**config.mk**
```make
export PLATFORM = sky130hd
export DESIGN_NAME = pll_supervisor
export DESIGN_NICKNAME = d
export VERILOG_FILES = /design/src/rtl/pll_sup_pkg.sv /design/src/rtl/pll_sup_chan.sv /design/src/rtl/pll_supervisor.sv
export SDC_FILE = /design/constraint.sdc
export NUM_CORES = 1
export LEC_CHECK = 0
export BUFFER_PORTS_ARGS = -buffer_cell sky130_fd_sc_hd__buf_4
export CAP_MARGIN = 20
export CELL_PAD_IN_SITES_DETAIL_PLACEMENT = 0
export CELL_PAD_IN_SITES_GLOBAL_PLACEMENT = 2
export CORE_UTILIZATION = 37
export CTS_CLUSTER_DIAMETER = 80
export DETAILED_ROUTE_END_ITERATION = 12
export GPL_TIMING_DRIVEN = 0
export PLACE_DENSITY_LB_ADDON = 0.05
export SYNTH_ARGS = -nofsm -noshare
export SYNTH_HDL_FRONTEND = slang
export SYNTH_SLANG_ARGS = --single-unit
export TNS_END_PERCENT = 100
```
**constraint.sdc**
```tcl
create_clock -name init_clk -period 4 [get_ports init_clk]
set_clock_uncertainty 0.2 [all_clocks]
set_input_delay 0.8 -clock init_clk [delete_from_list [all_inputs] [get_ports init_clk]]
set_output_delay 0.8 -clock init_clk [all_outputs]
set_load 0.01 [all_outputs]
```
**src/rtl/pll_sup_pkg.sv**
```systemverilog
// Shared types and sizing helpers for the PLL bring-up / lock supervisor.
package pll_sup_pkg;

  localparam int ICP_W = 6;
  localparam int LPF_W = 3;

  typedef enum logic [2:0] {
    ST_RST,
    ST_WAIT,
    ST_STABLE,
    ST_LOCKED,
    ST_FAULT
  } pll_sup_state_t;

  // Width of a counter that must hold the largest of three cycle counts.
  function automatic int cnt_w(input int a, input int b, input int c);
    int m;
    m = a;
    if (b > m) m = b;
    if (c > m) m = c;
    return $clog2(m + 1);
  endfunction

endpackage

```
**src/rtl/pll_sup_chan.sv**
```systemverilog
// One supervised PLL channel: lock synchroniser, bring-up FSM, retry sweep.
module pll_sup_chan
  import pll_sup_pkg::*;
#(
  parameter int                NUM_PLL      = 2,
  parameter int                RST_CYCLES   = 16,
  parameter int                LOCK_TIMEOUT = 4096,
  parameter int                STABLE_CYC   = 256,
  parameter int                MAX_RETRY    = 4,
  parameter logic [ICP_W-1:0]  ICP_INIT     = 6'd16,
  parameter logic [ICP_W-1:0]  ICP_STEP     = 6'd4,
  parameter logic [LPF_W-1:0]  LPF_INIT     = 3'd2
) (
  input  logic             init_clk,
  input  logic             i_rst,
  input  logic             pll_lock,
  input  logic             retry_req,
  output logic             pll_rst,
  output logic [ICP_W-1:0] icpsel,
  output logic [LPF_W-1:0] lpfres,
  output logic             o_lock,
  output logic             fault
);

  localparam int CW = cnt_w(RST_CYCLES, LOCK_TIMEOUT, STABLE_CYC);
  localparam logic [CW-1:0] RST_LAST  = CW'(RST_CYCLES - 1);
  localparam logic [CW-1:0] TO_LAST   = CW'(LOCK_TIMEOUT - 1);
  localparam logic [CW-1:0] STAB_LAST = CW'(STABLE_CYC - 1);
  localparam logic [3:0]    RETRY_LAST = 4'(MAX_RETRY - 1);

  pll_sup_state_t   state, state_n;
  logic [CW-1:0]    cnt, cnt_n;       // reset length, wait timer or stable run, by state
  logic [3:0]       retry, retry_n;
  logic [ICP_W-1:0] icp, icp_n;
  logic [ICP_W:0]   icp_sum;
  logic             sync1, lk;

  // Two-flop synchroniser for the asynchronous raw lock.
  always_ff @(posedge init_clk) begin
    if (i_rst) begin
      sync1 <= 1'b0;
      lk    <= 1'b0;
    end else begin
      sync1 <= pll_lock;
      lk    <= sync1;
    end
  end

  assign icp_sum = {1'b0, icp} + {1'b0, ICP_STEP};

  // Next-state, counter and charge-pump sweep decisions.
  always_comb begin
    state_n = state;
    cnt_n   = cnt;
    retry_n = retry;
    icp_n   = icp;
    case (state)
      ST_RST: begin
        if (cnt == RST_LAST) begin
          state_n = ST_WAIT;
          cnt_n   = '0;
        end else begin
          cnt_n = cnt + CW'(1);
        end
      end
      ST_WAIT: begin
        // A lock seen on the timeout cycle still wins.
        if (lk) begin
          state_n = (STABLE_CYC == 1) ? ST_LOCKED : ST_STABLE;
          cnt_n   = CW'(1);
        end else if (cnt == TO_LAST) begin
          cnt_n   = '0;
          retry_n = retry + 4'd1;
          if (retry == RETRY_LAST) begin
            state_n = ST_FAULT;
          end else begin
            state_n = ST_RST;
            icp_n   = icp_sum[ICP_W] ? '1 : icp_sum[ICP_W-1:0];
          end
        end else begin
          cnt_n = cnt + CW'(1);
        end
      end
      ST_STABLE: begin
        // A dropout only restarts the wait; it is not a failed attempt.
        if (!lk) begin
          state_n = ST_WAIT;
          cnt_n   = '0;
        end else if (cnt == STAB_LAST) begin
          state_n = ST_LOCKED;
          cnt_n   = '0;
        end else begin
          cnt_n = cnt + CW'(1);
        end
      end
      ST_LOCKED: begin
        // Relock keeps the current icp and retry history.
        if (!lk) begin
          state_n = ST_RST;
          cnt_n   = '0;
        end
      end
      ST_FAULT: begin
        if (retry_req) begin
          state_n = ST_RST;
          cnt_n   = '0;
          retry_n = '0;
          icp_n   = ICP_INIT;
        end
      end
      default: begin
        state_n = ST_RST;
        cnt_n   = '0;
      end
    endcase
  end

  // State, counters and registered outputs derived from the entered state.
  always_ff @(posedge init_clk) begin
    if (i_rst) begin
      state   <= ST_RST;
      cnt     <= '0;
      retry   <= '0;
      icp     <= ICP_INIT;
      pll_rst <= 1'b1;
      o_lock  <= 1'b0;
      fault   <= 1'b0;
    end else begin
      state   <= state_n;
      cnt     <= cnt_n;
      retry   <= retry_n;
      icp     <= icp_n;
      pll_rst <= (state_n == ST_RST) || (state_n == ST_FAULT);
      o_lock  <= (state_n == ST_LOCKED);
      fault   <= (state_n == ST_FAULT);
    end
  end

  assign icpsel = icp;
  assign lpfres = LPF_INIT;

endmodule

```
**src/rtl/pll_supervisor.sv**
```systemverilog
// Multi-channel PLL supervisor: one independent channel per PLL plus all_lock.
module pll_supervisor
  import pll_sup_pkg::*;
#(
  parameter int                NUM_PLL      = 2,
  parameter int                RST_CYCLES   = 16,
  parameter int                LOCK_TIMEOUT = 4096,
  parameter int                STABLE_CYC   = 256,
  parameter int                MAX_RETRY    = 4,
  parameter logic [ICP_W-1:0]  ICP_INIT     = 6'd16,
  parameter logic [ICP_W-1:0]  ICP_STEP     = 6'd4,
  parameter logic [LPF_W-1:0]  LPF_INIT     = 3'd2
) (
  input  logic                     init_clk,
  input  logic                     i_rst,
  input  logic [NUM_PLL-1:0]       pll_lock,
  input  logic [NUM_PLL-1:0]       retry_req,
  output logic [NUM_PLL-1:0]       pll_rst,
  output logic [ICP_W*NUM_PLL-1:0] icpsel,
  output logic [LPF_W*NUM_PLL-1:0] lpfres,
  output logic [NUM_PLL-1:0]       o_lock,
  output logic [NUM_PLL-1:0]       fault,
  output logic                     all_lock
);

  logic [NUM_PLL-1:0][ICP_W-1:0] icp_v;
  logic [NUM_PLL-1:0][LPF_W-1:0] lpf_v;

  for (genvar g = 0; g < NUM_PLL; g++) begin : g_chan
    pll_sup_chan #(
      .NUM_PLL     (NUM_PLL),
      .RST_CYCLES  (RST_CYCLES),
      .LOCK_TIMEOUT(LOCK_TIMEOUT),
      .STABLE_CYC  (STABLE_CYC),
      .MAX_RETRY   (MAX_RETRY),
      .ICP_INIT    (ICP_INIT),
      .ICP_STEP    (ICP_STEP),
      .LPF_INIT    (LPF_INIT)
    ) u_chan (
      .init_clk (init_clk),
      .i_rst    (i_rst),
      .pll_lock (pll_lock[g]),
      .retry_req(retry_req[g]),
      .pll_rst  (pll_rst[g]),
      .icpsel   (icp_v[g]),
      .lpfres   (lpf_v[g]),
      .o_lock   (o_lock[g]),
      .fault    (fault[g])
    );
  end

  assign icpsel   = icp_v;
  assign lpfres   = lpf_v;
  assign all_lock = &o_lock;

endmodule

```
==> metrics.md <==
| Metric | Value |
|---|---|
| CP peak stage delay | `0.72 ns` |
| Post-synthesis cell type count | `65` |
| Crit path arrival time | `2.75 ns` |
| Core box area | `8720 um^2` |
| Number of global-route vias before repair | `2734` |
| Antenna Cells | `0` |
| F_max | `364 MHz` |
| Port-buffer cells | `23` |
| Root Buffer | `clkbuf_8` |
| Syn Inst Count | `403` |
| Die X | `96.9 um` |
| Period Utilization, post-route | `68.6%` |
| Setup TNS | `0 ns` |
| Drt first pass iters | `4` |
| Die Area | `9390 um^2` |
| Peak supply drop | `124 uV` |
| DPL Wire Length | `5.81 mm` |
| Avg Inst Size Synth | `8.26 um^2` |
| Number of flops mapped to enable cells by yosys | `0` |
| Worst R2R Start | `g_chan[1].u_chan.cnt[0]` |
| Worst Setup Path Type | `reg2reg` |
| Clock slew seen by the registers of the worst setup and hold paths | `0.07 ns` |
| Post CTS Setup Buffer Count | `0` |
| Max-slew violations | `0` |
| Remaining Overflow, GRT | `0` |
| Post-synthesis cell area | `3330 um^2` |
| Hold path cells | `1` |
| CP cell instances | `ha_1 > and3_1 > nand4_1 > a32oi_1 > a2111oi_0 > a311o_1` |
| R2R Setup Slk | `1.26 ns` |
| Area Growth Syn to Fin | `16.1%` |
| RR Endpoint | `g_chan[1].u_chan.cnt[7]` |
| Residual DRC | `0` |
| CTS tree | `done` |
| Reg2Reg Depth | `6` |
| Hold path start | `g_chan[1].u_chan.sync1` |
| Ys flop type | `dfxtp_1` |
| Post_cts resized | `0` |
| CTS Buf Count | `9` |
| Max transition margin | `38.4%` |
| # setup viols final | `0` |
| RD Place Congestion | `0.798` |
| Slowest CP cell | `a32oi_1` |
| Top-area cell type share of the netlist area | `36.1%` |
| Via count | `2956` |
| Hold Path Sink | `g_chan[1].u_chan.lk` |
| Static leakage | `1.46 nW` |
| Drt wl/cell | `14.4 um` |
| Max-cap violations | `0` |
| RSZ-0062 raised after global routing | `no` |
| Area leader, netlist | `dfxtp_1` |
| Post-synthesis register bit count | `60` |
| GRT Overall Usage | `17.9%` |
| First-pass GRT wire length | `13.6 mm` |
| Hold WC Path Type | `reg2reg` |
| Startpoint Class | `flip-flop` |
| Clock buffer depth | `2` |
| Top-level I/O count | `31` |
| Power density cells | `321 nW/um^2` |
| Initial antenna violation count | `0` |
| Worst-skew pair later-pin latency | `0.33 ns` |
| Nets | `454` |
| Worst Setup End Kind | `flip-flop` |
| Post-layout min period | `2.74 ns` |
| Critical path peak fanout | `10` |
| DRT antenna net count | `0` |
| Initial Utilization | `38.2%` |
| Synth Warn # | `0` |
| Req. time, crit path | `4.01 ns` |
| CTS sink count | `60` |
| Drt via density | `5.34` |
| Largest net degree at the start of global routing | `11` |
| Post-CTS Hold Fix Bufs | `0` |
| Sequential share of the synthesized area | `36.1%` |
| Top cells by area, synth | `dfxtp_1 (36%), nor2_1 (5.0%), nand2_1 (4.1%)` |
| Total wire length | `7.96 mm` |
| Ys async rst share | `0%` |
| Core Util, Final | `44.3%` |
| Tightest Pin Transition | `0.922 ns` |
| Die H | `96.9 um` |
| Initial DRC Count | `116` |
| Final hold violations | `0` |
| CTS H-tree lvls | `3` |
| Status | `completed` |
| Std-Cell Rows | `34` |
| Share of cells above drive strength 1 | `17.3%` |
worst max path at each step:
stage                                        from                        end  slack [ns]  depth (start not counted)
after global placement               retry_req[1]    g_chan[1].u_chan.cnt[7]        0.89                          5
after floorplan                      retry_req[1]    g_chan[1].u_chan.cnt[7]        1.63                          4
after detailed placement  g_chan[1].u_chan.cnt[0]    g_chan[1].u_chan.cnt[7]        1.28                          6
final                     g_chan[1].u_chan.cnt[0]    g_chan[1].u_chan.cnt[7]        1.26                          6
after global routing      g_chan[1].u_chan.cnt[0]  g_chan[1].u_chan.retry[3]        0.95                          6
after CTS                 g_chan[1].u_chan.cnt[0]    g_chan[1].u_chan.cnt[7]        1.26                          6
critical path, delay by kind of cell (launching register included):
family / cells / cell delay, ns
AO/OA/AOI/OAI: 3 / 1.34
adder cells (fa/ha/maj): 1 / 0.24
flip-flops: 1 / 0.40
AND/OR/NAND/NOR: 2 / 0.43
final cells by class:
type,count,area (um^2)
Buffer,32,221
Timing Repair Buffer,24,183
Tap cell,108,135
Fill cell,896,4850
Inverter,12,45.0
Multi-Input combinational cell,303,1880
Clock inverter,1,30.0
Sequential cell,60,1200
Clock buffer,14,173
stage by stage:
stage / instance area [um^2] / hold slack [ns] / total power, mW / cells / setup WS (ns)
after floorplan: 3350 / 0.214 / 0.667 / 407 / 1.63
after global placement: 3650 / 0.228 / 0.686 / 538 / 0.894
after detailed placement: 3660 / 0.232 / 0.687 / 539 / 1.28
after CTS: 3870 / 0.246 / 1.26 / 554 / 1.26
after global routing: 3870 / 0.264 / 1.30 / 554 / 0.946
final: 3870 / 0.239 / 1.24 / 554 / 1.26
placed cells by master (no fill, tap or decap), types with 8 or more instances in the layout:
cell type | netlist | layout
nor2_1 | 44 | 44
o21ai_0 | 15 | 15
nor3_1 | 21 | 21
dfxtp_1 | 60 | 60
nand4_1 | 10 | 10
nand2_1 | 36 | 36
buf_4 | 16 | 39
nand3_1 | 22 | 22
a21oi_1 | 25 | 25
clkbuf_8 | 2 | 14
xnor2_1 | 13 | 13
clkbuf_1 | 6 | 8
inv_1 | 12 | 12
routing by layer:
layer / global-route usage (%) / up-vias / routed length [um] / part of all wire, %
met3: 2.75 / 7 / 285 / 3.6
met5: 0 / - / 0 / 0
met4: 6.77 / 0 / 91 / 1.1
li1: - / 1526 / - / -
met2: 26.8 / 57 / 3420 / 43
met1: 25.6 / 1366 / 4170 / 52
kinds of logic after synthesis:
group | synth area share (%)
buf+inv | 8.00
compound gates | 18.7
flops | 36.1
xor+xnor | 4.47
fa+ha+maj | 2.25
simple gates | 29.4
mux | 0.902
other cells | 0.225
report_power, final:
group          leakage, nW  switching [mW]  internal, mW
clock network        0.103           0.231         0.337
logic                0.870          0.0356        0.0235
registers            0.485         0.00769         0.606
cell usage after synthesis (5+ instances only):
cell type   n
a211oi_1    5
a21oi_1    25
buf_4      16
clkbuf_1    6
dfxtp_1    60
ha_1        6
inv_1      12
nand2_1    36
nand2b_1    6
nand3_1    22
nand4_1    10
nand4b_1    5
nor2_1     44
nor3_1     21
o21ai_0    15
xnor2_1    13
state kept, by name, indices dropped and copies added (netlist names):
| signal | cells |
|---|---|
| g_chan.u_chan.cnt | 26 |
| g_chan.u_chan.sync1 | 2 |
| g_chan.u_chan.pll_rst | 2 |
| g_chan.u_chan.retry | 8 |
| g_chan.u_chan.state | 6 |
| g_chan.u_chan.lk | 2 |
| g_chan.u_chan.fault | 2 |
| g_chan.u_chan.o_lock | 2 |
| g_chan.u_chan.icpsel | 10 |
Power figures use the tool's default switching activity.
